--- src/rtl/mult_ctrl_pkg.sv ---
// mult_ctrl_pkg: shared types for the multiplier sequencing controller.
// Holds the FSM state encoding and the condition-flag bit indices.
package mult_ctrl_pkg;

    typedef enum logic [2:0] {
        S_IDLE  = 3'd0,
        S_LOAD  = 3'd1,
        S_READ  = 3'd2,
        S_WB_LO = 3'd3,
        S_WB_HI = 3'd4
    } state_t;

    localparam int FLAG_Z = 0;
    localparam int FLAG_N = 1;
    localparam int FLAG_C = 2;

endpackage

--- src/rtl/mult_sign_fix.sv ---
// mult_sign_fix: operand magnitudes and product negation for signed multiply.
// Ports: i_signed, i_a, i_b -> o_mag_a, o_mag_b, o_neg; i_neg, i_prod -> o_result.
module mult_sign_fix (
    input  logic        i_signed,
    input  logic [7:0]  i_a,
    input  logic [7:0]  i_b,
    input  logic        i_neg,
    input  logic [15:0] i_prod,
    output logic [7:0]  o_mag_a,
    output logic [7:0]  o_mag_b,
    output logic        o_neg,
    output logic [15:0] o_result
);

    // 0x80 negates to 0x80, which the unsigned multiplier reads as 128.
    assign o_mag_a  = (i_signed && i_a[7]) ? (8'd0 - i_a) : i_a;
    assign o_mag_b  = (i_signed && i_b[7]) ? (8'd0 - i_b) : i_b;
    assign o_neg    = i_signed & (i_a[7] ^ i_b[7]);
    assign o_result = i_neg ? (16'd0 - i_prod) : i_prod;

endmodule

--- src/rtl/mult_controller.sv ---
// mult_controller: drives the registered 8x8 multiplier and writes the
// 16-bit product back as two byte writes (low, then high) while stalling.
// Ports: i_clock, i_nreset; request i_req_*/o_req_ready; i_abort;
// multiplier o_mul_a/o_mul_b/o_mul_oe/i_mul_result; o_stall;
// write-back o_wb_en/o_wb_addr/o_wb_data; o_flags_we/o_flags_out {C,N,Z}.
// Option: MULT_CTRL_SIGNED_EN adds i_req_signed and signed multiplies.
module mult_controller
    import mult_ctrl_pkg::*;
#(
    parameter int REG_ADDR_W = 3
) (
    input  logic                  i_clock,
    input  logic                  i_nreset,
    input  logic                  i_req_valid,
    output logic                  o_req_ready,
    input  logic [7:0]            i_req_a,
    input  logic [7:0]            i_req_b,
    input  logic [REG_ADDR_W-1:0] i_req_rd,
`ifdef MULT_CTRL_SIGNED_EN
    input  logic                  i_req_signed,
`endif
    input  logic                  i_abort,
    output logic [7:0]            o_mul_a,
    output logic [7:0]            o_mul_b,
    output logic                  o_mul_oe,
    input  logic [15:0]           i_mul_result,
    output logic                  o_stall,
    output logic                  o_wb_en,
    output logic [REG_ADDR_W-1:0] o_wb_addr,
    output logic [7:0]            o_wb_data,
    output logic                  o_flags_we,
    output logic [2:0]            o_flags_out
);

    state_t r_state;
    state_t w_next;

    logic [7:0]            r_a;
    logic [7:0]            r_b;
    logic [REG_ADDR_W-1:0] r_rd;
    logic [15:0]           r_result;

    logic                  w_accept;
    logic [7:0]            w_mag_a;
    logic [7:0]            w_mag_b;
    logic [15:0]           w_result;
    logic [REG_ADDR_W-1:0] w_rd_hi;

`ifdef MULT_CTRL_SIGNED_EN
    logic r_neg;
    logic w_neg;

    mult_sign_fix u_sign_fix (
        .i_signed (i_req_signed),
        .i_a      (i_req_a),
        .i_b      (i_req_b),
        .i_neg    (r_neg),
        .i_prod   (i_mul_result),
        .o_mag_a  (w_mag_a),
        .o_mag_b  (w_mag_b),
        .o_neg    (w_neg),
        .o_result (w_result)
    );

    always_ff @(posedge i_clock or negedge i_nreset) begin
        if (!i_nreset) begin
            r_neg <= 1'b0;
        end else if (w_accept) begin
            r_neg <= w_neg;
        end
    end
`else
    assign w_mag_a  = i_req_a;
    assign w_mag_b  = i_req_b;
    assign w_result = i_mul_result;
`endif

    // abort in IDLE blocks acceptance for that cycle.
    assign o_req_ready = (r_state == S_IDLE) & ~i_abort;
    assign w_accept    = i_req_valid & o_req_ready;
    assign w_rd_hi     = r_rd + {{(REG_ADDR_W-1){1'b0}}, 1'b1};

    always_ff @(posedge i_clock or negedge i_nreset) begin
        if (!i_nreset) begin
            r_state <= S_IDLE;
        end else begin
            r_state <= w_next;
        end
    end

    always_ff @(posedge i_clock or negedge i_nreset) begin
        if (!i_nreset) begin
            r_a  <= 8'd0;
            r_b  <= 8'd0;
            r_rd <= '0;
        end else if (w_accept) begin
            r_a  <= w_mag_a;
            r_b  <= w_mag_b;
            r_rd <= i_req_rd;
        end
    end

    always_ff @(posedge i_clock or negedge i_nreset) begin
        if (!i_nreset) begin
            r_result <= 16'd0;
        end else if (r_state == S_READ) begin
            r_result <= w_result;
        end
    end

    always_comb begin
        w_next      = r_state;
        o_mul_a     = 8'd0;
        o_mul_b     = 8'd0;
        o_mul_oe    = 1'b0;
        o_wb_en     = 1'b0;
        o_wb_addr   = '0;
        o_wb_data   = 8'd0;
        o_flags_we  = 1'b0;
        o_flags_out = 3'd0;
        unique case (r_state)
            S_IDLE: begin
                if (w_accept) w_next = S_LOAD;
            end
            S_LOAD: begin
                o_mul_a = r_a;
                o_mul_b = r_b;
                w_next  = S_READ;
            end
            S_READ: begin
                o_mul_a  = r_a;
                o_mul_b  = r_b;
                o_mul_oe = 1'b1;
                w_next   = S_WB_LO;
            end
            S_WB_LO: begin
                o_wb_en   = 1'b1;
                o_wb_addr = r_rd;
                o_wb_data = r_result[7:0];
                w_next    = S_WB_HI;
            end
            S_WB_HI: begin
                o_wb_en             = 1'b1;
                o_wb_addr           = w_rd_hi;
                o_wb_data           = r_result[15:8];
                o_flags_we          = 1'b1;
                o_flags_out[FLAG_Z] = (r_result == 16'd0);
                o_flags_out[FLAG_N] = r_result[15];
                o_flags_out[FLAG_C] = 1'b0;
                w_next              = S_IDLE;
            end
            default: w_next = S_IDLE;
        endcase
        if (i_abort && r_state != S_IDLE) w_next = S_IDLE;
    end

    assign o_stall = (r_state != S_IDLE);

endmodule

--- config.mk ---
export PLATFORM = sky130hd
export DESIGN_NAME = mult_controller
export DESIGN_NICKNAME = d
export VERILOG_FILES = /design/src/rtl/mult_ctrl_pkg.sv /design/src/rtl/mult_sign_fix.sv /design/src/rtl/mult_controller.sv
export SDC_FILE = /design/constraint.sdc
export NUM_CORES = 1
export LEC_CHECK = 0
export ABC_AREA = 1
export CORE_ASPECT_RATIO = 1.4
export CORE_MARGIN = 2
export CORE_UTILIZATION = 45
export CTS_CLUSTER_SIZE = 30
export DETAILED_ROUTE_END_ITERATION = 8
export DONT_BUFFER_PORTS = 1
export SYNTH_ARGS = -nofsm -noshare
export SYNTH_HDL_FRONTEND = slang
export SYNTH_SLANG_ARGS = --single-unit
export TNS_END_PERCENT = 10
--- constraint.sdc ---
create_clock -name i_clock -period 1.8 [get_ports i_clock]
set_input_delay 0.36 -clock i_clock [delete_from_list [all_inputs] [get_ports i_clock]]
set_output_delay 0.36 -clock i_clock [all_outputs]
set_load 0.05 [all_outputs]
# Yosys cells after proc, flatten, opt, wreduce, memory -nomap -nowiden
# Cells that the tools add are included.
classes:
  magnitude_cmp: 0
  n_addsub: 1
  shifts: 0
  n_reduce_logical: 6
  n_eq_ne: 5
  div: 0
  n_bitwise: 3
  mux: 11
  n_mul: 0
op_table:
  columns: ["op", "n"]
  rows:
  - ["16-bit zero test", 1]
  - ["8-bit 2-to-1 mux", 2]
  - ["8-bit case mux with 2 select lines", 1]
  - ["3-bit case mux with 4 select lines", 1]
  - ["3-bit by 2-bit equality test with 1-bit output, second input constant", 2]
  - ["3-bit 2-to-1 mux", 2]
  - ["3-bit case mux with 2 select lines", 1]
  - ["2-bit OR reduction", 2]
  - ["3-bit by 1-bit adder with 3-bit output, second input constant", 1]
  - ["3-bit by 1-bit equality test with 1-bit output, second input constant", 1]
  - ["3-bit equality test, second input constant", 1]
  - ["3-bit zero test", 1]
  - ["1-bit 2-to-1 mux", 3]
  - ["3-bit by 2-bit != test with 1-bit output, second input constant", 1]
  - ["3-bit nonzero test", 1]
  - ["1-bit bitwise AND", 2]
  - ["2-bit 2-to-1 mux", 1]
  - ["1-bit logical AND", 1]
  - ["1-bit NOT", 1]
totals:
  ram_bits: 0
  in_bits: 39
  word_cells: 31
  regBits: 38
  rom_bits: 0
  latchBits: 0
  out_inout_bits: 35
  memories: 0

# Longest topological paths before layout
# Gate-level depths: netlist of the first run.
logic_depth:
  depth_word: 6
  ltp_mapped: 6

# Worst setup path before layout of the first run
# OpenSTA, ideal clock, no wires.
synth_path:
  path_type: "reg2out"
  startpoint: "register r_state[1]"
  endpoint: "output port o_wb_addr[2]"
  t_required_ns: 1.440
  stages_incl_launch_ff: 4
  t_arrival_ns: 1.837
  path_slack_ns: -0.397
  path_buffers: 0
  cell_sequence: "dfrtp_1 nor2_4 nand2_1 o21ai_0"
synth_between:
  elab_chain_len: 2
  elab_cells_between_ends: 3
  classes_between: "eq/ne (2); mux (1)"
synth_lines:
  columns: ["element", "line", "text"]
  rows:
  - ["from (decl)", "mult_controller.sv:35", "state_t r_state;"]
  - ["from (signal assigned)", "mult_controller.sv:87", "r_state <= w_next;"]
  - ["3-bit equality test / 3-bit by 2-bit equality test with 1-bit output (equally long branches)", "mult_controller.sv:121", "unique case (r_state)"]
  - ["3-bit case mux with 2 select lines *", "mult_controller.sv:121", null]
  - ["to (decl)", "mult_controller.sv:29", "output logic [REG_ADDR_W-1:0] o_wb_addr,"]
# Mark *: on every way between the ends. The rest lies on a longest branch, timed or not.

# Worst setup path after layout of the first run
layout_path:
  startpoint: "register r_state[0]"
  endpoint: "output port o_mul_a[0]"
layout_between:
  elab_chain_len: 3
  elab_cells_between_ends: 4
  classes_between: "eq/ne (2); mux (1); reduce/logical (1)"
layout_lines:
  columns: ["element", "line", "text"]
  rows:
  - ["3-bit by 2-bit equality test with 1-bit output / 3-bit by 1-bit equality test with 1-bit output (equally long branches)", "mult_controller.sv:121", null]
  - ["2-bit OR reduction (no source line) *", null, null]
  - ["8-bit 2-to-1 mux *", "mult_controller.sv:121", null]
  - ["to (decl)", "mult_controller.sv:23", "output logic [7:0] o_mul_a,"]
# Marked as above.

==> out/metrics.cfg, run 1 <==
[outcome]
run_status=finished with violations
violations=setup timing

[logic_synthesis]
synth.largest_area_cell=dfrtp_1
ys_warn_count=0
synth_cells=250
yosys_register_bits=38
synth_top_area_share_pct=51.7
yosysSeqAreaShare_pct=51.7
syn-cell-area_sq_mm=0.00184
ys_types=21
synth_nets=290
synth_area_leaders=dfrtp_1 52%, nand2_1 26%, nor2_1 6.1%
post_synth.cell_area_avg_sq_um=7.36

[timing]
setup_viol=19
final_period_minus_worst_setup_slack_ns=1.87
finalMaxSlewViolations=0
finClkSkew_ns=0.00475
fmax_mhz=534
finalCritPeriodShare_pct=104
hold_viol_final=0
setup_ws_ns=-0.0714
rsz0062_at_grt=yes

[critical_path]
arrival_ns=1.51
required_ns=1.44
criticalPathCategory=reg -> out
crit_fanout=17
endpoint_kind=output pin
r2r_start=r_state[1]
start_kind=register
cp-startpoint=r_state[0]

[cts]
clock-sinks=38
tritoncts=built
cts.htree.levels=2
clkLatencyLatePin_ns=0.29
clk_pin_slew_ns=0.07
clockRootBuffer=clkbuf_8
cts_made_buffers=5
clockBufferDepth=2

[floorplanning]
coreArea_sq_mm=0.00392
initial_utilization_pct=46.9
die_x_um=58.0
row_count=27
num_io_pins=74
die-area_sq_mm=0.00462
die_h_um=79.6

[route]
routed_wl_mm=4.36
drtIter0Drc=71
via_count=1640
via_per_inst=4.85
route.detailed.drc=0
ant_nets=0
firstDrtPassIters=4
avgRoutedWirePerCell_um=12.9

[global_route]
grt_pass1_vias=1534
antenna_found_initial=0
grt_pass1_wl_mm=6.89
grt_usage_pct=19.8
grt_overflow=0
grt_start_max_net_pins=39

[power_and_ir_drop]
seqPwrFrac_pct=45.4
p_int_mw=1.71
peakVddDrop_v=0.000686
swShare_pct=37.5
power.leakage_nw=1.35
power.density_mw_per_mm2=1060
comb_power_share_pct=33.0
p_switching_mw=1.03
pwr-share-clk_pct=21.6

[placement]
dp_hpwl_mm=2.87
routabilityCongestion=0.801
io_buffer_count=0
place_area_sq_mm=0.00214

[final_layout]
fin_nets=334
diodes=0
design_area_sq_mm=0.00258
area.growth.synth_to_final_pct=40.1
utilization_pct=65.7
final_layout_size_suffix_gt1_share_pct=29.8

[run]
drv_cap=0

[min_path]
worstHoldPathType=in -> reg
min_from=i_abort

routing by layer:
metal	vias up	part of all wire [%]	global-route usage (%)
li1	829	-	-
met1	752	39	22.9
met2	53	52	33.5
met3	6	6.7	6.32
met4	0	1.4	8.14
met5	-	0	0
flip-flops by register name (all words and copies together) (netlist names):
signal,cells
r_result,16
r_a,8
r_b,8
r_rd,3
r_state,3
metrics by stage:
stage | total power [mW] | hold slack (ns) | setup TNS, ns | cells | setup slack, ns
detailed placement | 1.97 | 0.0655 | 0 | 322 | 0.158
finish | 2.74 | 0.128 | -0.994 | 338 | -0.0714
CTS | 2.71 | 0.121 | -0.377 | 338 | -0.0316
floorplan | 1.80 | 0.0644 | -3.57 | 250 | -0.181
global placement | 1.96 | 0.0653 | 0 | 322 | 0.176
global route | 2.93 | 0.113 | -2.13 | 338 | -0.121
path summary, 6_finish.rpt:
path                              end  slack [ns]  depth (start not counted)
min in group asynchronous     r_rd[2]        0.55                          2
max reg2reg                    r_b[5]        0.31                          6
min                        r_state[1]        0.13                          1
max in group asynchronous  r_state[2]        1.05                          2
max                        o_mul_a[0]       -0.07                          7
min reg2reg                    r_b[7]        0.48                          2
synth_stat cells:
cell type  number
nand2_1       126
dfrtp_1        38
nor2_1         30
inv_1          25
o21ai_0         6
buf_2           4
nor2_4          3
buf_4           2
clkinv_1        2
nand3_1         2
o22ai_1         2
buf_6           1
conb_1          1
ha_1            1
inv_2           1
nand3_2         1
nand4_1         1
nand4_2         1
nor3_1          1
nor4_1          1
xnor2_1         1
power by group through the flow:
stage / combinational [mW] / sequential, mW / clock [mW]
floorplan: 0.581 / 1.21 / 0
global placement: 0.711 / 1.25 / 0
global route: 0.998 / 1.28 / 0.659
finish: 0.904 / 1.25 / 0.593
detailed placement: 0.719 / 1.26 / 0
CTS: 0.854 / 1.24 / 0.613
cells in the final DEF, fill, tap and decap left out, types with 3 or more instances in the layout:
master / instances
buf_12: 3
inv_1: 22
clkbuf_8: 6
nor2_2: 6
nand2_1: 125
buf_6: 23
nor2_4: 15
nand3_2: 3
o21ai_0: 4
inv_2: 3
nor2_1: 12
dfrtp_1: 35
buf_4: 14
dfrtp_2: 3
buf_8: 3
kinds of logic (layout without fill, tap and decap cells):
group                      count (synthesis)  count (layout)  synth area share, %
other                                      1               1                0.204
buffers and inverters                     35              80                 8.23
adders and majority gates                  1               1                0.680
DFF                                       38              38                 51.7
AOI/OAI and AO/OA                          8               8                 2.31
and+or+nand+nor                          166             166                 36.4
xor gates and xnor gates                   1               1                0.476
worst max-delay path, cell delays in order (launching register included):
cell and delay (ns):
dfrtp_2 0.44, inv_2 0.10, nand3_2 0.09, inv_2 0.09
nor2_4 0.04, buf_12 0.17, nor2_2 0.11, buf_6 0.16
cell type report:
type	instances	area, sq um
Inverter	28	116
Clock inverter	1	5.00
Tap cell	43	53.8
Clock buffer	7	86.3
Multi-Input combinational cell	177	881
Timing Repair Buffer	44	479
Fill cell	349	1340
Sequential cell	38	955
repair_timing:
| action | 4_1_cts | 5_1_grt |
|---|---|---|
| buffers inserted | 6 | 1 |
| gates resized for setup | 46 | 30 |
| hold endpoints to repair | 38 | 0 |
| pin swaps | 2 | 2 |
| endpoints found under the setup margin | 31 | 31 |
| hold buffers | 2 | 0 |
Note: power is estimated with default switching activity, not from simulation.
==> run 2, diff against run 1 <==
CORE_UTILIZATION = 35   (was 45)
==> run 2 against run 1 <==
The flow still finishes with violations (setup timing). Cell count grew 7.4%. Combinational power grew 3.9%. Sequential power is essentially flat. Worst setup slack gained 0.015 ns. Core utilization shrank 14 points. Sequential cell count is the same. Count of clock-buffer cells in the layout is the same. Non-clock buffer count grew 2. Global-route usage shrank 2.7 points. Critical endpoint is now o_mul_b[2]. Largest power group unchanged. Highest routed layer unchanged.
==> out/metrics.cfg, run 2 (same netlist as run 1, synthesis figures left out) <==
[outcome]
run_status=finished with violations
violations=setup timing

[power_and_ir_drop]
pwr-share-clk_pct=21.4  ; -0.2 points
seqPwrFrac_pct=44.9  ; -0.5 points
peakVddDrop_v=0.000586  ; -15%
p_int_mw=1.73  ; +1.0%
comb_power_share_pct=33.7  ; +0.7 points
power.density_mw_per_mm2=1050  ; -1.7%
p_switching_mw=1.05  ; +2.3%
power_mw=2.78  ; +1.5%
power.leakage_nw=1.36  ; +1.1%
swShare_pct=37.8  ; +0.30 points

[floorplanning]
row_count=31  ; +15%
coreArea_sq_mm=0.00512  ; +31%
die_x_um=65.3  ; +12%
die_h_um=89.8  ; +13%
die-area_sq_mm=0.00586  ; +27%
num_io_pins=74  ; unchanged
initial_utilization_pct=35.9  ; -11 points

[route]
route.detailed.drc=0  ; unchanged
routed_wl_mm=4.75  ; +8.9%
via_count=1672  ; +2.0%
firstDrtPassIters=4  ; unchanged
ant_nets=0  ; unchanged
avgRoutedWirePerCell_um=13.1  ; +1.4%
drtIter0Drc=71  ; unchanged
via_per_inst=4.61  ; -5.1%

[critical_path]
cp_num_cells=5  ; -2
r2r_start=r_state[2]
start_kind=register
cp-startpoint=r_state[1]
crit_chain=nor3_4 > nor2_4 > buf_12 > nor2_2 > buf_6
crit_fanout=9  ; -8
cp-endpoint=o_mul_b[2]
arrival_ns=1.50  ; about the same
rrSetupSlack_ns=0.30  ; about the same
worst_path_max_delay_cell=dfrtp_2
endpoint_kind=output pin
required_ns=1.44  ; about the same
criticalPathCategory=reg -> out
crit_buf_inv=2  ; -2
cpPeakStageDelay_ns=0.49  ; +0.05 ns
r2r_cells=7  ; +1
critPathTopFamily=flip-flops
rr_endpoint=r_rd[1]

[final_layout]
largest_register=r_result
diodes=0  ; unchanged
top_regs=r_result: 16 flops, r_a: 8 flops, r_b: 8 flops
fin_nets=336  ; +0.60%
design_area_sq_mm=0.00266  ; +3.3%
area.growth.synth_to_final_pct=44.6
final_layout_size_suffix_gt1_share_pct=31.3  ; +1.5 points
largest_reg_flops=16  ; unchanged
final_common_cell=nand2_1
final_cell_mix=124 x nand2_1, 35 x dfrtp_1, 25 x buf_6

[cts]
cts_made_buffers=5  ; unchanged
clockRootBuffer=clkbuf_8
cts.htree.levels=2  ; unchanged
clkLatencyLatePin_ns=0.29  ; about the same
clock-sinks=38  ; unchanged
clockBufferDepth=2  ; unchanged
tritoncts=built
clk_pin_slew_ns=0.07  ; about the same

[global_route]
grt_start_max_net_pins=39  ; unchanged
grt_pass1_wl_mm=7.73  ; +12%
grt_usage_pct=17.1  ; -2.7 points
grt_pass1_vias=1663  ; +8.4%
antenna_found_initial=0  ; unchanged
grt_overflow=0  ; unchanged

[placement]
dp_hpwl_mm=3.11  ; +8.1%
io_buffer_count=0  ; unchanged
place_area_sq_mm=0.00216  ; +1.3%
routabilityCongestion=0.794  ; -0.89%

[timing]
final_period_minus_worst_setup_slack_ns=1.86  ; -0.0151 ns
setup_viol=19  ; unchanged
hold_viol_final=0  ; unchanged
fmax_mhz=539  ; +0.82%
finalMaxSlewViolations=0  ; unchanged
finClkSkew_ns=0.00400  ; -0.000757 ns
rsz0062_at_grt=yes
finalCritPeriodShare_pct=103  ; -0.84 points
setup_ws_ns=-0.0562  ; +0.0151 ns

[run]
drv_cap=0  ; unchanged

[min_path]
worstHoldPathType=in -> reg

==> run 2: cell types whose count changed in the layout (fill, tap and decap cells not counted), sizes merged <==
cell,delta
clkinv,+1
inv,-1
buf,+2
==> run 2: worst min path at each step <==
stage                     cells after the start     endpoint  slack [ns]  startpoint
after detailed placement                      0  r_result[3]        0.07    i_nreset
final                                         1   r_state[2]        0.13     i_abort
after CTS                                     1   r_state[2]        0.12     i_abort
after global placement                        0  r_result[3]        0.07    i_nreset
after floorplan                               0       r_a[0]        0.06    i_nreset
after global routing                          1   r_state[2]        0.12     i_abort
==> run 2: area by class of cell <==
type                            count  area, sq um
Clock buffer                        7         86.3
Clock inverter                      1         5.00
Fill cell                         501         2460
Inverter                           28          124
Multi-Input combinational cell    177          908
Sequential cell                    38          955
Tap cell                           66         82.6
Timing Repair Buffer               46          499
==> run 2: stage by stage <==
| step | setup slack [ns] | util (%) | TNS (ns) | cells | hold WS [ns] |
|---|---|---|---|---|---|
| after global routing | -0.115 | 52.0 | -2.19 | 363 | 0.116 |
| after detailed placement | 0.122 | 42.3 | 0 | 345 | 0.0652 |
| after CTS | -0.0349 | 50.1 | -0.455 | 361 | 0.121 |
| final | -0.0562 | 52.0 | -0.812 | 363 | 0.128 |
| after floorplan | -0.181 | - | -3.57 | 250 | 0.0644 |
| after global placement | 0.143 | 42.3 | 0 | 345 | 0.0653 |
==> run 2: power groups by stage <==
stage          Sequential (mW)  Combinational [mW]  Clock [mW]
6_report                  1.25               0.939       0.596
5_1_grt                   1.28                1.04       0.666
4_1_cts                   1.25               0.909       0.615
3_5_place_dp              1.26               0.724           0
3_3_place_gp              1.25               0.712           0
2_1_floorplan             1.21               0.581           0
==> run 2: per-layer routing <==
layer / share of wire, % / track usage (%)
met5: 0 / 0
met4: 1.2 / 6.94
met2: 54 / 29.3
met1: 40 / 20.2
met3: 5.7 / 3.88
==> run 2: worst reg2reg max path, cell delays in order, from the launching register on <==
cell	delay (ns)
dfrtp_2	0.46
inv_4	0.10
buf_4	0.11
buf_6	0.11
nand3_4	0.09
nor2_4	0.38
nand2_1	0.12
nand2_1	0.08
==> run 2: timing repair <==
action                                 4_1_cts  5_1_grt
resized for setup                           61       20
pin swaps                                    2        1
endpoints found under the hold margin       38        0
buffers inserted                             7        2
setup endpoints to repair                   30       30
hold buffers                                 2        0
==> run 3, diff against run 2 <==
ABC_AREA = 0   (was 1)
CORE_UTILIZATION = 50   (was 35)
==> run 3 against run 2 <==
The run still ends with setup timing left. Cell count decreased by 43%. Die area is 29% lower. Largest power group unchanged. Sequential power is 14% higher. Wire length is 16% lower. Synthesized cell count is 47% lower. First-iteration DRC count shrank 66%. Combinational power is 42% higher. Critical endpoint is now o_wb_data[7].
==> out/metrics.cfg, run 3 <==
[global_route]
grt_pass1_vias=1306  ; -21%
grt_overflow=0  ; unchanged
grt_start_max_net_pins=39  ; unchanged
antenna_found_initial=0  ; unchanged
grt_pass1_wl_mm=5.97  ; -23%
grt_usage_pct=20.8  ; +3.7 points

[floorplanning]
die_h_um=75.4  ; -16%
num_io_pins=74  ; unchanged
die_x_um=55.0  ; -16%
die-area_sq_mm=0.00414  ; -29%
coreArea_sq_mm=0.00344  ; -33%
row_count=25  ; -19%
initial_utilization_pct=52.9  ; +17 points

[critical_path]
start_kind=register
r2r_start=r_state[1]
crit_fanout=7  ; -2
r2r_cells=5  ; -2
rrSetupSlack_ns=0.03  ; -0.27 ns
cp-startpoint=r_state[1]
crit_chain=buf_6 > nor3b_4 > buf_6 > and2_2 > a21o_4
cp-endpoint=o_wb_data[7]
cp_num_cells=5  ; unchanged
worst_path_max_delay_cell=dfrtp_1
required_ns=1.44  ; about the same
criticalPathCategory=reg -> out
cpPeakStageDelay_ns=0.40  ; -0.09 ns
cp_common_cell=buf_6
crit_buf_inv=2  ; unchanged
arrival_ns=1.60  ; +0.10 ns
critPathTopFamily=simple AND/OR/NAND/NOR gates
endpoint_kind=output pin
rr_endpoint=r_a[2]

[final_layout]
utilization_pct=75.1  ; +23 points
fin_nets=208  ; -38%
n_fill_cell=238  ; -52%
final_cell_mix=38 x dfrtp_1, 25 x mux2_2, 22 x buf_12
largest_register=r_result
final_layout_size_suffix_gt1_share_pct=57.7  ; +26 points
diodes=0  ; unchanged
top_regs=r_result: 16 flops, r_a: 8 flops, r_b: 8 flops
area.growth.synth_to_final_pct=42.1
largest_reg_flops=16  ; unchanged
final_common_cell=dfrtp_1
instances_no_fill=208  ; -43%

[route]
drtIter0Drc=24  ; -66%
routed_wl_mm=4.00  ; -16%
route.detailed.drc=0  ; unchanged
avgRoutedWirePerCell_um=19.2  ; +47%
ant_nets=0  ; unchanged
firstDrtPassIters=4  ; unchanged
via_count=1197  ; -28%
via_per_inst=5.75  ; +25%

[logic_synthesis]
ys_warn_count=0  ; unchanged
synth_area_leaders=dfrtp_1 52%, mux2_2 16%, mux2_4 8.3%
synthTopCellsByCount=38 x dfrtp_1, 26 x mux2_2, 17 x and2_1
ys.flop_type=dfrtp_1
ys_types=25  ; +19%
synth_edf_count=0  ; unchanged
synth.largest_area_cell=dfrtp_1
synth_nets=173  ; -40%
post_synth.cell_area_avg_sq_um=13.7  ; +86%
synth_top_area_share_pct=52.3  ; +0.57 points
syn-cell-area_sq_mm=0.00182  ; -1.1%
ys_async_sr_fraction_pct=100  ; unchanged
yosysMostFrequentCell=dfrtp_1
synth_cells=133  ; -47%
yosys_register_bits=38  ; unchanged
yosysSeqAreaShare_pct=52.3  ; +0.57 points

[timing]
hold_viol_final=0  ; unchanged
finClkSkew_ns=0.00216  ; -0.00184 ns
finalCritPeriodShare_pct=109  ; +6.0 points
final_period_minus_worst_setup_slack_ns=1.96  ; +0.108 ns
setup_ws_ns=-0.165  ; -0.108 ns
rsz0062_at_grt=yes
fmax_mhz=509  ; -5.5%
finalMaxSlewViolations=0  ; unchanged
setup_viol=31  ; +12
hold_slack_ns=0.141  ; +0.0125 ns

[cts]
clockBufferDepth=2  ; unchanged
tritoncts=built
clkLatencyLatePin_ns=0.28  ; about the same
cts_made_buffers=5  ; unchanged
clock-sinks=38  ; unchanged
cts.htree.levels=2  ; unchanged
clk_pin_slew_ns=0.07  ; about the same
clockRootBuffer=clkbuf_8

[power_and_ir_drop]
peakVddDrop_v=0.000858  ; +47%
power_mw=3.29  ; +18%
power.leakage_nw=1.14  ; -16%
power.density_mw_per_mm2=1270  ; +22%

[placement]
placedCellCount=194  ; -44%
dp_slack_ns=-0.122  ; -0.244 ns
routabilityCongestion=0.777  ; -2.1%
io_buffer_count=0  ; unchanged

[outcome]
violations=setup timing
run_status=finished with violations

[min_path]
worstHoldPathType=in -> reg

[run]
drv_cap=0  ; unchanged

run 3: cell count changes after synthesis, moves of 6 or more:
cell     delta
a22o_1      +9
and2_1     +17
inv_1      -25
mux2_2     +26
mux2_4     +10
nand2_1   -124
nor2_1     -26
o21ai_0     -6
run 3: where the power goes:
| group | switching, mW | total (mW) | leakage [nW] | internal [mW] |
|---|---|---|---|---|
| logic | 0.641 | 1.33 | 0.648 | 0.692 |
| clock network | 0.261 | 0.527 | 0.0383 | 0.266 |
| registers | 0.274 | 1.43 | 0.452 | 1.16 |
run 3: cell type report:
type	count	area [sq um]	share of cell area, %
clock buffers	7	76.3	2.95
multi-input cells	87	930	36.0
flip-flops and latches	38	951	36.8
well taps	40	50.0	1.94
repair buffers	36	578	22.4
run 3: what timing repair did:
item                                    CTS  global route
endpoints found under the setup margin   33            43
hold endpoints to repair                 38             0
buffers inserted                          3             1
pin swaps                                 8             5
cloned                                    1             0
gates resized for setup                  20             4
hold buffers                              2             0
run 3: worst min path at each step:
stage,from,end,slack (ns),depth (start not counted)
6_report,i_abort,r_state[1],0.14,1
5_1_grt,i_abort,r_state[1],0.13,1
4_1_cts,i_abort,r_state[2],0.14,1
3_5_place_dp,i_nreset,r_result[11],0.07,0
3_3_place_gp,i_nreset,r_result[10],0.07,0
2_1_floorplan,i_nreset,r_a[0],0.06,0
run 3: worst reg2reg max path, cell delays in order (launching register included):
cell and delay [ns]:
dfrtp_1 0.40, buf_6 0.14, buf_4 0.13, nor4_4 0.35, nand2_4 0.26, mux2_4 0.37
run 3: kinds of logic (layout without fill, tap and decap cells):
family                   after synthesis  count (layout)  synth area share (%)
XOR/XNOR                               2               2                 0.963
multiplexers                          36              36                  24.3
adder cells (fa/ha/maj)                1               1                 0.688
AO/OA/AOI/OAI                         10              10                  4.75
buffers and inverters                  8              43                  3.23
AND/OR/NAND/NOR                       37              37                  13.5
flip-flops                            38              38                  52.3
other                                  1               1                 0.206
run 3: routing by layer:
layer	GRT usage [%]	part of all wire [%]	vias up
met1	19.7	34	592
met4	8.40	1.4	0
met5	0	0	-
li1	-	-	542
met3	9.80	10	5
met2	37.6	54	58
run 3: per-stage QoR:
| step | instance area, sq um | setup TNS (ns) |
|---|---|---|
| 2_1_floorplan | 1860 | -3.54 |
| 3_3_place_gp | 2330 | -0.805 |
| 3_5_place_dp | 2330 | -1.85 |
| 4_1_cts | 2550 | -2.43 |
| 5_1_grt | 2580 | -5.35 |
| 6_report | 2580 | -2.34 |
==> patch: new RTL, config.mk and constraints of run 1 <==
Set the parameter `REG_ADDR_W` to 4 (it was 3).
--- a/src/rtl/mult_controller.sv
+++ b/src/rtl/mult_controller.sv
@@ -9,3 +9,3 @@
 #(
-    parameter int REG_ADDR_W = 3
+    parameter int REG_ADDR_W = 4
 ) (
Ports: changed (resized i_req_rd and o_wb_addr); port bits go from 74 to 76. The function was not compared with the original's and may differ.
==> patch against run 1 <==
The flow still finishes with violations (negative setup slack); critical path depth down 1; routed wire length up 7.4%; design area increased by 14%; final cell count grew 5.0%; global-route usage grew 0.42 points; setup slack better by 0.039 ns; clock skew fell by 0.0013 ns; sequential share of layout area decreased by 3.6 points; sequential cell count up 1; synthesized cell count rose by 5.6%; area after synthesis rose by 7.0%.
Power is not compared: it rests on default switching activity, and its combinational part moved more than twofold at a synthesized area within 25%.
==> patch: results (changes against run 1) <==
\begin{tabular}{lr}
\hline
Metric & Value \\
\hline
\multicolumn{2}{l}{\textbf{Placed design}} \\
Post-DP HPWL & 3.15 mm (was 2.87 mm) \\
GPL Wtd Cong & 0.816 (was 0.801) \\
Placement-stage worst setup slack & 0.200 ns (was 0.158 ns) \\
Post-placement cell area & 0.00246 mm\^{}2 (was 0.00214 mm\^{}2) \\
\multicolumn{2}{l}{\textbf{Global routing}} \\
Maximum number of pins on one net before global-route repair & 40 (was 39) \\
Wire length of the first global-routing pass & 7.51 mm (was 6.89 mm) \\
Overall fraction of global-route tracks in use & 20.3\% (was 19.8\%) \\
\multicolumn{2}{l}{\textbf{Drt}} \\
Final wirelength & 4.69 mm (was 4.36 mm) \\
Initial drt markers & 81 (was 71) \\
Vias per std cell & 4.87 (was 4.85) \\
Drt pass-1 iters & 4 (unchanged) \\
\multicolumn{2}{l}{\textbf{Yosys}} \\
Largest cells by area after synthesis & dfrtp\_1, nand2\_1, inv\_1 (was dfrtp\_1, nand2\_1, nor2\_1) \\
Sequential cell area fraction in the yosys report & 49.6\% (was 51.7\%) \\
Net count of the mapped netlist & 305 (was 290) \\
Commonest cells in the synthesized netlist & nand2\_1, dfrtp\_1, inv\_1 (was nand2\_1, dfrtp\_1, nor2\_1) \\
\multicolumn{2}{l}{\textbf{Worst setup path}} \\
Top fanout value on the critical path & 16 (was 17) \\
Critical path data arrival time & 1.47 ns (was 1.51 ns) \\
Largest stage delay on the critical path & 0.46 ns (was 0.44 ns) \\
Top cell family by delay on the critical path & simple AND/OR/NAND/NOR gates (was buffers and inverters) \\
\multicolumn{2}{l}{\textbf{Run status}} \\
Outcome & complete, but fails checks (unchanged) \\
Violated checks & negative setup slack (unchanged) \\
\multicolumn{2}{l}{\textbf{Finish}} \\
Nets & 350 (was 334) \\
Fraction of layout cells with a size suffix above 1 & 34.5\% (was 29.8\%) \\
Filler cell count & 336 (was 349) \\
\multicolumn{2}{l}{\textbf{Clocking}} \\
Clock latency of the later-clocked register in the worst-skew pair & 0.29 ns (about the same) \\
\multicolumn{2}{l}{\textbf{Timing}} \\
Final setup vio count & 16 (was 19) \\
Setup TNS & -0.236 ns (was -0.994 ns) \\
Setup skew after layout & 0.00346 ns (was 0.00475 ns) \\
Final critical-path setup slack & -0.0328 ns (was -0.0714 ns) \\
\hline
\end{tabular}
## patch: area by class of cell
type / instances / area share, %
inverter: 34 / 5.04
tap: 45 / 1.92
clock buffer: 8 / 3.42
timing repair buffer: 46 / 22.3
multi-input combinational: 182 / 33.6
timing repair inverter: 1 / 0.256
sequential: 39 / 33.5
## patch: final timing paths
kind,from,end,slack (ns),cells past startpoint
hold reg to reg,r_b[0],r_b[0],0.48,2
setup reg to reg,r_state[2],r_a[7],0.17,8
max in group asynchronous,i_nreset,r_state[0],1.06,2
min in group asynchronous,i_nreset,r_result[0],0.54,2
setup / recovery,r_state[2],o_mul_b[7],-0.03,6
hold / removal,i_abort,r_state[2],0.13,1
## patch: what timing repair did
item	in CTS	in global routing
pin swaps	5	5
hold buffers	2	0
setup buffers	7	0
endpoints found under the setup margin	30	35
resized for setup	47	29
gates cloned	1	0
hold endpoints to repair	39	0
## patch: per-stage QoR
step                      std cells  utilization [%]  total power [uW]
after CTS                       355             67.3              4970
after floorplan                 264                -              3210
after global routing            355             69.7              5430
after global placement          337             58.6              3920
after detailed placement        337             58.6              3960
final                           355             69.7              5090
## patch: cell families (layout without fill, tap and decap cells)
kind of cell | Yosys count | in the layout | synth area share [%]
buffers and inverters | 43 | 89 | 10.1
other | 1 | 1 | 0.191
xor gates and xnor gates | 1 | 1 | 0.445
DFF | 39 | 39 | 49.6
adders and majority gates | 1 | 1 | 0.636
AOI/OAI and AO/OA | 13 | 13 | 3.81
and+or+nand+nor | 166 | 166 | 35.2
## patch: layer usage
metal | share of wire, % | track usage, % | up-vias
met3 | 5.8 | 5.92 | 4
met5 | 0 | 0 | -
met1 | 38 | 22.2 | 795
met2 | 55 | 36.3 | 58
met4 | 0.81 | 7.33 | 0
li1 | - | - | 873
